[src/rtl/change_dispenser_if.sv]
// Controller and ejector signals for change_dispenser. Inventory signals exist
// only when CHANGE_INVENTORY_EN is defined.
interface change_dispenser_if #(
  parameter int BAL_W = 7
`ifdef CHANGE_INVENTORY_EN
  , parameter int TUBE_W = 4
`endif
);
  logic             start;
  logic [BAL_W-1:0] amount;
  logic             eject_dime;
  logic             eject_nickel;
  logic             eject_ack;
  logic             busy;
  logic             done;
  logic [BAL_W-1:0] remaining;
`ifdef CHANGE_INVENTORY_EN
  logic              short;
  logic              refill_dime;
  logic              refill_nickel;
  logic [TUBE_W-1:0] dime_count;
  logic [TUBE_W-1:0] nickel_count;

  modport master (
    output start, amount, eject_ack, refill_dime, refill_nickel,
    input  eject_dime, eject_nickel, busy, done, remaining, short,
           dime_count, nickel_count
  );
  modport slave (
    input  start, amount, eject_ack, refill_dime, refill_nickel,
    output eject_dime, eject_nickel, busy, done, remaining, short,
           dime_count, nickel_count
  );
`else
  modport master (
    output start, amount, eject_ack,
    input  eject_dime, eject_nickel, busy, done, remaining
  );
  modport slave (
    input  start, amount, eject_ack,
    output eject_dime, eject_nickel, busy, done, remaining
  );
`endif
endinterface

[src/rtl/change_dispenser.sv]
// Pays out a cent amount as dimes then nickels, one coin per ejector handshake.
// Define CHANGE_INVENTORY_EN to add per-tube coin inventories and the short flag.
module change_dispenser #(
  parameter int BAL_W = 7
`ifdef CHANGE_INVENTORY_EN
  , parameter int TUBE_W    = 4
  , parameter int TUBE_INIT = 8
`endif
) (
  input logic               clk,
  input logic               reset,
  change_dispenser_if.slave bus
);

  typedef enum logic [2:0] {IDLE, SELECT, EJECT_D, EJECT_N, DONE} state_t;

  localparam logic [BAL_W-1:0] DIME   = BAL_W'(10);
  localparam logic [BAL_W-1:0] NICKEL = BAL_W'(5);

  state_t           state, state_nx;
  logic [BAL_W-1:0] remaining_q;
  logic             dime_avail, nickel_avail;
  logic             dime_ack, nickel_ack;

  assign dime_ack   = (state == EJECT_D) && bus.eject_ack;
  assign nickel_ack = (state == EJECT_N) && bus.eject_ack;

  always_comb begin
    // NOTE: state_nx takes its default before the case, so every path assigns it and no latch is inferred.
    state_nx = state;
    case (state)
      IDLE:    if (bus.start) state_nx = SELECT;
      SELECT: begin
        if (remaining_q >= DIME && dime_avail)          state_nx = EJECT_D;
        else if (remaining_q >= NICKEL && nickel_avail) state_nx = EJECT_N;
        else                                            state_nx = DONE;
      end
      EJECT_D: if (bus.eject_ack) state_nx = SELECT;
      EJECT_N: if (bus.eject_ack) state_nx = SELECT;
      DONE:    state_nx = IDLE;
      default: state_nx = IDLE;
    endcase
  end

  always_ff @(posedge clk) begin
    // NOTE: non-blocking assignments so every register samples pre-edge values.
    if (reset) state <= IDLE;
    else       state <= state_nx;
  end

  // Subtraction only follows a >= check in SELECT, so remaining cannot wrap.
  always_ff @(posedge clk) begin
    if (reset)                            remaining_q <= '0;
    else if (state == IDLE && bus.start)  remaining_q <= bus.amount;
    else if (dime_ack)                    remaining_q <= remaining_q - DIME;
    else if (nickel_ack)                  remaining_q <= remaining_q - NICKEL;
  end

  assign bus.eject_dime   = (state == EJECT_D);
  assign bus.eject_nickel = (state == EJECT_N);
  assign bus.busy         = (state != IDLE);
  assign bus.done         = (state == DONE);
  assign bus.remaining    = remaining_q;

`ifdef CHANGE_INVENTORY_EN
  logic [TUBE_W-1:0] dime_q, nickel_q;
  logic              short_q;

  // A refill and a payout of the same tube in one cycle cancel out.
  function automatic logic [TUBE_W-1:0] tube_next(input logic [TUBE_W-1:0] cnt,
                                                  input logic refill,
                                                  input logic take);
    tube_next = cnt;
    if (refill && !take && cnt != '1) tube_next = cnt + TUBE_W'(1);
    else if (take && !refill)         tube_next = cnt - TUBE_W'(1);
  endfunction

  always_ff @(posedge clk) begin
    if (reset) begin
      dime_q   <= TUBE_W'(TUBE_INIT);
      nickel_q <= TUBE_W'(TUBE_INIT);
      short_q  <= 1'b0;
    end else begin
      dime_q   <= tube_next(dime_q, bus.refill_dime, dime_ack);
      nickel_q <= tube_next(nickel_q, bus.refill_nickel, nickel_ack);
      if (state == IDLE && bus.start)              short_q <= 1'b0;
      else if (state == SELECT && state_nx == DONE) short_q <= (remaining_q >= NICKEL);
    end
  end

  assign dime_avail       = (dime_q != '0);
  assign nickel_avail     = (nickel_q != '0);
  assign bus.short        = short_q;
  assign bus.dime_count   = dime_q;
  assign bus.nickel_count = nickel_q;
`else
  assign dime_avail   = 1'b1;
  assign nickel_avail = 1'b1;
`endif

endmodule

[src/flat_wrapper.sv]
// flat-port wrapper written by rule: the top's interface ports become plain ports
module change_dispenser_flat 
#(
  parameter int BAL_W = 7

)
  (clk, reset, bus_start, bus_amount, bus_eject_ack, bus_eject_dime, bus_eject_nickel, bus_busy, bus_done, bus_remaining);
  change_dispenser_if #(.BAL_W(BAL_W)) bus_i ();
  input logic clk;
  input logic reset;
  input wire logic [$bits(bus_i.start)-1:0] bus_start;
  input wire logic [$bits(bus_i.amount)-1:0] bus_amount;
  input wire logic [$bits(bus_i.eject_ack)-1:0] bus_eject_ack;
  output wire logic [$bits(bus_i.eject_dime)-1:0] bus_eject_dime;
  output wire logic [$bits(bus_i.eject_nickel)-1:0] bus_eject_nickel;
  output wire logic [$bits(bus_i.busy)-1:0] bus_busy;
  output wire logic [$bits(bus_i.done)-1:0] bus_done;
  output wire logic [$bits(bus_i.remaining)-1:0] bus_remaining;
  assign bus_i.start = bus_start;
  assign bus_i.amount = bus_amount;
  assign bus_i.eject_ack = bus_eject_ack;
  assign bus_eject_dime = bus_i.eject_dime;
  assign bus_eject_nickel = bus_i.eject_nickel;
  assign bus_busy = bus_i.busy;
  assign bus_done = bus_i.done;
  assign bus_remaining = bus_i.remaining;
  change_dispenser #(.BAL_W(BAL_W)) u_core (.clk(clk), .reset(reset), .bus(bus_i));
endmodule
[config.mk]
export PLATFORM = sky130hd
export DESIGN_NAME = change_dispenser_flat
export DESIGN_NICKNAME = d
export VERILOG_FILES = /design/src/rtl/change_dispenser_if.sv /design/src/rtl/change_dispenser.sv /design/src/flat_wrapper.sv
export SDC_FILE = /design/constraint.sdc
export NUM_CORES = 1
export LEC_CHECK = 0
export BUFFER_PORTS_ARGS = -buffer_cell sky130_fd_sc_hd__clkbuf_2
export CELL_PAD_IN_SITES_DETAIL_PLACEMENT = 1
export CELL_PAD_IN_SITES_GLOBAL_PLACEMENT = 2
export CORE_ASPECT_RATIO = 0.75
export CORE_MARGIN = 2
export CORE_UTILIZATION = 28
export CTS_CLUSTER_SIZE = 40
export DETAILED_ROUTE_END_ITERATION = 10
export PLACE_DENSITY_LB_ADDON = 0.1
export SLEW_MARGIN = 25
export SYNTH_ARGS = -nofsm -noshare
export SYNTH_HDL_FRONTEND = slang
export SYNTH_SLANG_ARGS = --single-unit
[constraint.sdc]
create_clock -name clk -period 2.58 [get_ports clk]
set_clock_uncertainty 0.2 [all_clocks]
set_input_delay 0.129 -clock clk [delete_from_list [all_inputs] [get_ports clk]]
set_output_delay 0.129 -clock clk [all_outputs]
set_load 0.01 [all_outputs]
# Yosys cells after proc, flatten, opt, wreduce, memory -nomap -nowiden
# Cells that the tools add are included.
[word_totals]
in_bits = 11
reg_bits = 10
wordCells = 28
out_inout_bits = 11
[classes]
order_cmp = 2
eq_ne = 6
muxes = 8
addsub = 2
reduce_logical = 8
[op_table]
columns = ["cell", "count"]
rows = [
  ["2-to-1 mux 7 bit", 3],
  ["2-to-1 mux 3 bit", 4],
  ["one-hot mux 3 bit (3 select lines)", 1],
  ["greater-or-equal comparator 7 x 3 -> 1 bit, second input constant", 1],
  ["greater-or-equal comparator 7 x 4 -> 1 bit, second input constant", 1],
  ["subtractor 7 x 3 -> 7 bit, second input constant", 1],
  ["subtractor 7 x 4 -> 7 bit, second input constant", 1],
  ["== test 3 x 2 -> 1 bit, second input constant", 2],
  ["nonzero test 3 bit", 2],
  ["== test 3 x 1 -> 1 bit, second input constant", 1],
  ["== test 3 bit, second input constant", 1],
  ["logical AND 1 bit", 3],
  ["zero test 3 bit", 1],
  ["!= test 2 x 1 -> 1 bit, second input constant", 1],
  ["!= test 2 bit, second input constant", 1],
  ["AND reduction 2 bit", 1],
  ["OR reduction 2 bit", 1],
]

# Depth between registers and ports, before layout
# Gate-level depths: netlist of run 1.
[depth]
ltp_word = 5
depth_mapped = 6
depth_no_buf = 6

# Worst setup path before layout of run 1
# OpenSTA, ideal clock, no wires.
[synth_path]
path_type = "reg-to-reg"
start = "register u_core.state[0]"
end = "register u_core.remaining_q[3] (netlist: u_core.bus.remaining[3])"
arrival_ns = 1.670
setup_time_ns = 0.074
slack_ns = 0.635
period_less_slack_ns = 1.945
required_time_ns = 2.306
stages_incl_launch_ff = 6
cell_sequence = "dfxtp_1 > buf_6 > or4b_4 > o21a_4 > or4_1 > a31oi_1"
[synth_between]
elab_chain_cells = 4
word_cells_on_any_way = 9
classes_between = "eq/ne (2); mux (2); reduce/logical (5)"
[synth_lines]
columns = ["element", "line", "rtl"]
rows = [
  ["start, declared", "change_dispenser.sv:20", "state_t state, state_nx;"],
  ["start signal, assigned", "change_dispenser.sv:48", "else state <= state_nx;"],
  ["== test 3 x 2 -> 1 bit", "change_dispenser.sv:25", "assign dime_ack = (state == EJECT_D) && bus.eject_ack;"],
  ["logical AND 1 bit", "change_dispenser.sv:25", ""],
  ["2-to-1 mux 7 bit", "change_dispenser.sv:55", "else if (dime_ack) remaining_q <= remaining_q - DIME;"],
  ["2-to-1 mux 7 bit", "change_dispenser.sv:54", "else if (state == IDLE && bus.start) remaining_q <= bus.amount;"],
  ["end signal, assigned", "change_dispenser.sv:54", ""],
  ["end signal, assigned", "change_dispenser.sv:55", ""],
  ["end signal, assigned", "change_dispenser.sv:56", "else if (nickel_ack) remaining_q <= remaining_q - NICKEL;"],
  ["end, declared", "change_dispenser.sv:21", "logic [BAL_W-1:0] remaining_q;"],
]
# Parallel ways exist; a longest one is shown, timed or not.
# A chain may end at the register's enable or synchronous reset.

# Worst setup path in the final report of run 1
[layout_path]
start = "register u_core.state[0]"
end = "register u_core.remaining_q[4] (netlist: u_core.bus.remaining[4])"
# The elaborated chain is that of the path after synthesis.

==> results.tsv, run 1 <==
stage	metric	value	unit
logic_synthesis	Unique masters post-synth	38	
sta	Max Clock Freq	464	MHz
job	MaxCap Viol Count	0	
clock_tree	CTS root buf	clkbuf_8	
routing	per-cell routed wire length	14.9	um
logic_synthesis	Synthesis Warnings	0	
critical_path	worst stage delay on the critical path	670	ps
place	total placed cells including tap cells	149	
routing	Via density	5.14	
finish	most frequent cells in the layout	21 x clkbuf_2, 10 x dfxtp_1	
logic_synthesis	Yosys reg bits	10	
routing	antenna-violating nets left	0	
clock_tree	TritonCTS clock tree	yes	
place	Post-DP HPWL	1730	um
clock_tree	clock-pin slew on the worst setup and hold paths	50	ps
finish	# diodes	0	
grt	initial antenna violation count	0	
finish	area delta synth->final	25.1	%
clock_tree	post-CTS sizing	0	
power	Pwr Density	1310	nW/um^2
routing	final WL	2290	um
sta	Rel. slew slack	0.701	
critical_path	CP delay by family, top	simple AND/OR/NAND/NOR gates	
critical_path	slowest stage cell on the critical path	or4b_4	
sta	RSZ-0062 raised after global routing	false	
sta	Setup WS post-layout	426	ps
routing	DRC errors left	0	
sta	# setup viols final	0	
sta	final-report hold violation count	0	
finish	most common cell after layout, fill and taps aside	clkbuf_2	
clock_tree	clock buffer depth	2	
die	Die Span Y	49.6	um
place	port bufs	21	
logic_synthesis	Post-synth EDFFs	0	
grt	gr usage total	0.152	
critical_path	Crit Path Max Fanout	12	
power	overall power consumption	1.27	mW
critical_path	R2R depth	4	
min_path	Hold Path Stages	3	
finish	Finished Layout Cells	154	
critical_path	CP Capture Type	flip-flop	
place	post-place setup slack	445	ps
clock_tree	worst skew pair latency	240	ps
critical_path	critical path type	flip-flop to flip-flop	
routing	DR iter-0 viols	34	
routing	Initial DRT Pass Iterations	4	
status	status	complete, no violations	
critical_path	worst path cell trace	or4b_4 > o21a_4 > or4_1 > a31oi_1	
logic_synthesis	top_reg_cell synth	dfxtp_1	
grt	first-pass GRT wire length	3710	um
logic_synthesis	syn_area_per_cell	8.09	um^2
sta	Hold WS	21.8	ps
logic_synthesis	syn_nets	113	
sta	Slew @ Worst Pin	445	ps
sta	Setup Total Neg Slack	0	ps
power	IR drop worst, VDD	0.341	mV
critical_path	Buf/Inv on CP	0	
logic_synthesis	ys async rst share	0	
logic_synthesis	post-synthesis cell area	777	um^2
sta	Final Cycle Share	0.835	
grt	number of global-route vias before repair	784	
die	Starting Density	0.296	
die	I/O Pins	22	
finish	share of cells above drive strength 1	0.263	
min_path	Hold Crit Class	primary input to flip-flop	
die	die area	3220	um^2
grt	GRT Residual Overflow	0	
sta	post-layout minimum cycle time	2150	ps
clock_tree	H-tree Lvls	1	
sta	fin. max-slew vios	0	
critical_path	Worst EP arrival	2120	ps
die	Die X	64.8	um
clock_tree	total CTS buffers	3	
routing	via count	792	
grt	largest net degree at the start of global routing	13	
logic_synthesis	Cells after Synth	96	
critical_path	critical path required time	2550	ps
critical_path	Levels on crit path	4	
logic_synthesis	sequential element share of the synthesized area	0.258	
finish	nets	136	
place	gpl congestion	0.767	
die	site row count	16	
clock_tree	# clock sinks	10	
die	Core Area	2620	um^2
power	static leakage	0.413	nW
critical_path	Worst setup SP type	flip-flop	
## kinds of logic (layout without fill, tap and decap cells)
logic type,count (synthesis),after routing,synth area share
simple gates,40,40,0.312
compound gates,27,27,0.245
buf+inv,11,33,0.0644
flops,10,10,0.258
fa+ha+maj,6,6,0.0966
xor+xnor,1,1,0.0113
mux,1,1,0.0129
## layer usage
metal,vias to the layer above,global-route usage,wire [um]
met2,16,0.222,963
met1,367,0.217,1240
met4,0,0.0745,27
met3,2,0.0228,63
li1,407,-,-
met5,-,0,0
## cells in the mapped netlist, types with 2 or more instances
master	number	area, um^2
dfxtp_1	10	200
ha_1	6	75.1
inv_1	6	22.5
nand2_1	6	22.5
nor2_1	6	22.5
nor3_1	5	25.0
o21ai_0	5	25.0
a21oi_1	4	20.0
a31oi_1	4	25.0
nand3_1	4	20.0
a22oi_1	3	22.5
clkbuf_1	3	11.3
nor2b_1	3	18.8
nor4_1	3	18.8
a211oi_1	2	15.0
a2bb2oi_1	2	17.5
or3_1	2	12.5
or4_1	2	15.0
## power by group
group	total, mW	switching, mW	internal, mW
registers	0.371	0.146	0.225
logic	0.696	0.381	0.315
clock network	0.203	0.0681	0.135
total	1.27	0.594	0.675
## repair_timing
action,CTS,global route
endpoints found under the hold margin,1,0
setup endpoints to repair,0,0
buffers inserted,0,0
hold buffers,1,0
## worst paths after layout
check	slack, ps	to	start
max	430	u_core.bus.remaining[4]	u_core.state[0]
min	20	u_core.bus.remaining[5]	bus_amount[5]
max reg2reg	430	u_core.bus.remaining[4]	u_core.state[0]
min reg2reg	330	u_core.bus.remaining[6]	u_core.bus.remaining[6]
## stage by stage
step / utilization / area (um^2)
2_1_floorplan: - / 777
3_3_place_gp: 0.346 / 907
3_5_place_dp: 0.346 / 907
4_1_cts: 0.371 / 972
5_1_grt: 0.371 / 972
6_report: 0.371 / 972
## flip-flops by register name, indices dropped and copies added (netlist names)
| register | count |
|---|---|
| u_core.bus.remaining | 7 |
| u_core.state | 3 |
## worst min-delay path, delay by kind of cell
kind                   cells  cell delay (ps)
buffers and inverters      1               80
AOI/OAI and AO/OA          2              210
## layout make-up
type	instances	area (um^2)
Fill cell	330	1650
Tap cell	36	45.0
Multi-Input combinational cell	75	527
Timing Repair Buffer	23	123
Sequential cell	10	200
Clock buffer	4	55.1
Inverter	6	22.5
Note: power is estimated with default switching activity, not from simulation.
==> inputs of run 2 (changes only) <==
clock period = 2.1 ns   (was 2.58 ns; I/O delays follow)
==> run 2 against run 1 <==
Against the previous run: the flow now finishes with violations (negative hold slack); sequential share of layout area down 0.89 points; die area stayed put; utilization grew 1.9 points; global-route usage grew 1.0 points; largest power group unchanged; highest routed layer unchanged.
==> results.tsv, run 2 (synthesis gave the netlist of run 1 again) <==
stage	metric	value	unit
critical_path	critical path required time	2070	ps
power	switching pwr	0.767	mW
sta	Setup Total Neg Slack	0	ps
clock_tree	postcts setup bufs	0	
place	Post-DP HPWL	1860	um
place	port bufs	21	
critical_path	Worst setup SP type	flip-flop	
power	Comb power frac	0.618	
power	Clock power frac	0.152	
finish	area delta synth->final	31.6	%
routing	Via density	5.29	
status	failing checks	negative hold slack	
clock_tree	total CTS buffers	3	
finish	max reg flops	7	
grt	gr usage total	0.162	
sta	Max Clock Freq	518	MHz
finish	most common cell after layout, fill and taps aside	clkbuf_2	
power	switching part of the total	0.461	
sta	Rel. slew slack	0.709	
finish	Finished Layout Cells	160	
clock_tree	worst skew pair latency	240	ps
routing	antenna-violating nets left	0	
place	total placed cells including tap cells	155	
critical_path	critical path type	flip-flop to flip-flop	
finish	# diodes	0	
clock_tree	clock-pin slew on the worst setup and hold paths	50	ps
die	Die Span Y	49.6	um
min_path	Hold Crit Class	primary input to flip-flop	
sta	post-layout minimum cycle time	1930	ps
clock_tree	clock buffer depth	2	
sta	fin. max-slew vios	0	
routing	DRC errors left	0	
die	Core Area	2620	um^2
routing	Initial DRT Pass Iterations	4	
clock_tree	# clock sinks	10	
critical_path	Crit Path Max Fanout	11	
sta	RSZ-0062 raised after global routing	false	
status	status	complete, but fails checks	
power	Sequential Power Share	0.229	
grt	initial antenna violation count	0	
sta	Hold WS	-0.781	ps
critical_path	reg2reg start	u_core.state[0]	
finish	final instance area	1020	um^2
critical_path	R2R depth	5	
critical_path	reg2reg end	u_core.bus.remaining[2]	
min_path	Hold Startpoint	reset	
finish	number of fill cells	325	
finish	share of cells above drive strength 1	0.315	
critical_path	register-to-register setup slack	170	ps
routing	DR iter-0 viols	56	
clock_tree	CTS root buf	clkbuf_8	
clock_tree	TritonCTS clock tree	yes	
sta	Slew @ Worst Pin	431	ps
finish	most frequent cells in the layout	21 x clkbuf_2, 9 x dfxtp_1, 7 x buf_4	
grt	GRT Residual Overflow	0	
grt	number of global-route vias before repair	851	
critical_path	critical path startpoint	u_core.state[0]	
critical_path	Worst EP arrival	1910	ps
grt	first-pass GRT wire length	3970	um
power	static leakage	0.445	nW
min_path	Worst Hold Endpoint	u_core.bus.remaining[2]	
clock_tree	H-tree Lvls	1	
place	Post-Place Cell Area	952	um^2
die	Starting Density	0.296	
power	internal power	0.896	mW
finish	nets	142	
sta	# setup viols final	0	
power	IR drop worst, VDD	0.643	mV
sta	Final Cycle Share	0.920	
power	Pwr Density	1630	nW/um^2
place	gpl congestion	0.798	
routing	final WL	2470	um
job	MaxCap Viol Count	0	
sta	final-report hold violation count	2	
die	die area	3220	um^2
routing	per-cell routed wire length	15.5	um
die	I/O Pins	22	
routing	via count	847	
die	Die X	64.8	um
critical_path	CP Capture Type	flip-flop	
grt	largest net degree at the start of global routing	12	
die	site row count	16	
min_path	Hold Path Stages	2	
==> run 2: changes by cell type in the layout (fill, tap and decap cells not counted), sizes merged <==
cell | before | now
buf | 1 | 7
==> run 2: layer usage <==
layer | global-route usage | vias to the layer above | share of wire
met3 | 0.0411 | 2 | 0.035
met5 | 0 | - | 0
met1 | 0.216 | 408 | 0.51
met4 | 0.0426 | 0 | 0.011
li1 | - | 419 | -
met2 | 0.261 | 18 | 0.44
==> run 2: timing repair <==
| action | 4_1_cts | 5_1_grt |
|---|---|---|
| gates resized for setup | 0 | 2 |
| endpoints found under the setup margin | 0 | 2 |
| hold buffers | 1 | 0 |
| hold endpoints to repair | 1 | 0 |
==> run 2: power groups by stage <==
stage	Combinational, mW	Clock (mW)	Sequential [mW]
2_1_floorplan	0.641	0	0.400
3_3_place_gp	1.00	0	0.377
3_5_place_dp	1.02	0	0.379
4_1_cts	1.03	0.262	0.376
5_1_grt	1.14	0.273	0.399
6_report	1.03	0.253	0.381
==> run 2: per-stage QoR <==
step                utilization  hold slack, ps  power [mW]  setup slack, ps
floorplan                     -            83.1        1.04              155
global placement          0.363             190        1.38              192
detailed placement        0.363             205        1.40             68.3
CTS                       0.388            2.57        1.67             51.3
global route              0.390            25.1        1.81             60.0
finish                    0.390          -0.781        1.66              168
==> run 2: cell type report <==
cell class | instances | area (um^2) | share of cell area
Clock buffer | 4 | 55.1 | 0.0539
Inverter | 6 | 22.5 | 0.0220
Multi-Input combinational cell | 75 | 531 | 0.519
Sequential cell | 10 | 201 | 0.197
Tap cell | 36 | 45.0 | 0.0441
Timing Repair Buffer | 29 | 168 | 0.164
==> run 2: worst max-delay path by stage <==
stage                                    to  slack [ps]  cells past startpoint
detailed placement  u_core.bus.remaining[3]          70                      6
CTS                 u_core.bus.remaining[3]          50                      6
global route        u_core.bus.remaining[3]          60                      6
floorplan           u_core.bus.remaining[3]         160                      5
global placement    u_core.bus.remaining[3]         190                      6
finish              u_core.bus.remaining[2]         170                      5
==> run 2: critical path, cell delays in order, from the launching register on <==
cell and delay, ps:
dfxtp_1 310, or4b_4 550, buf_4 200, o21ai_0 180
o311ai_0 270, a21oi_1 160
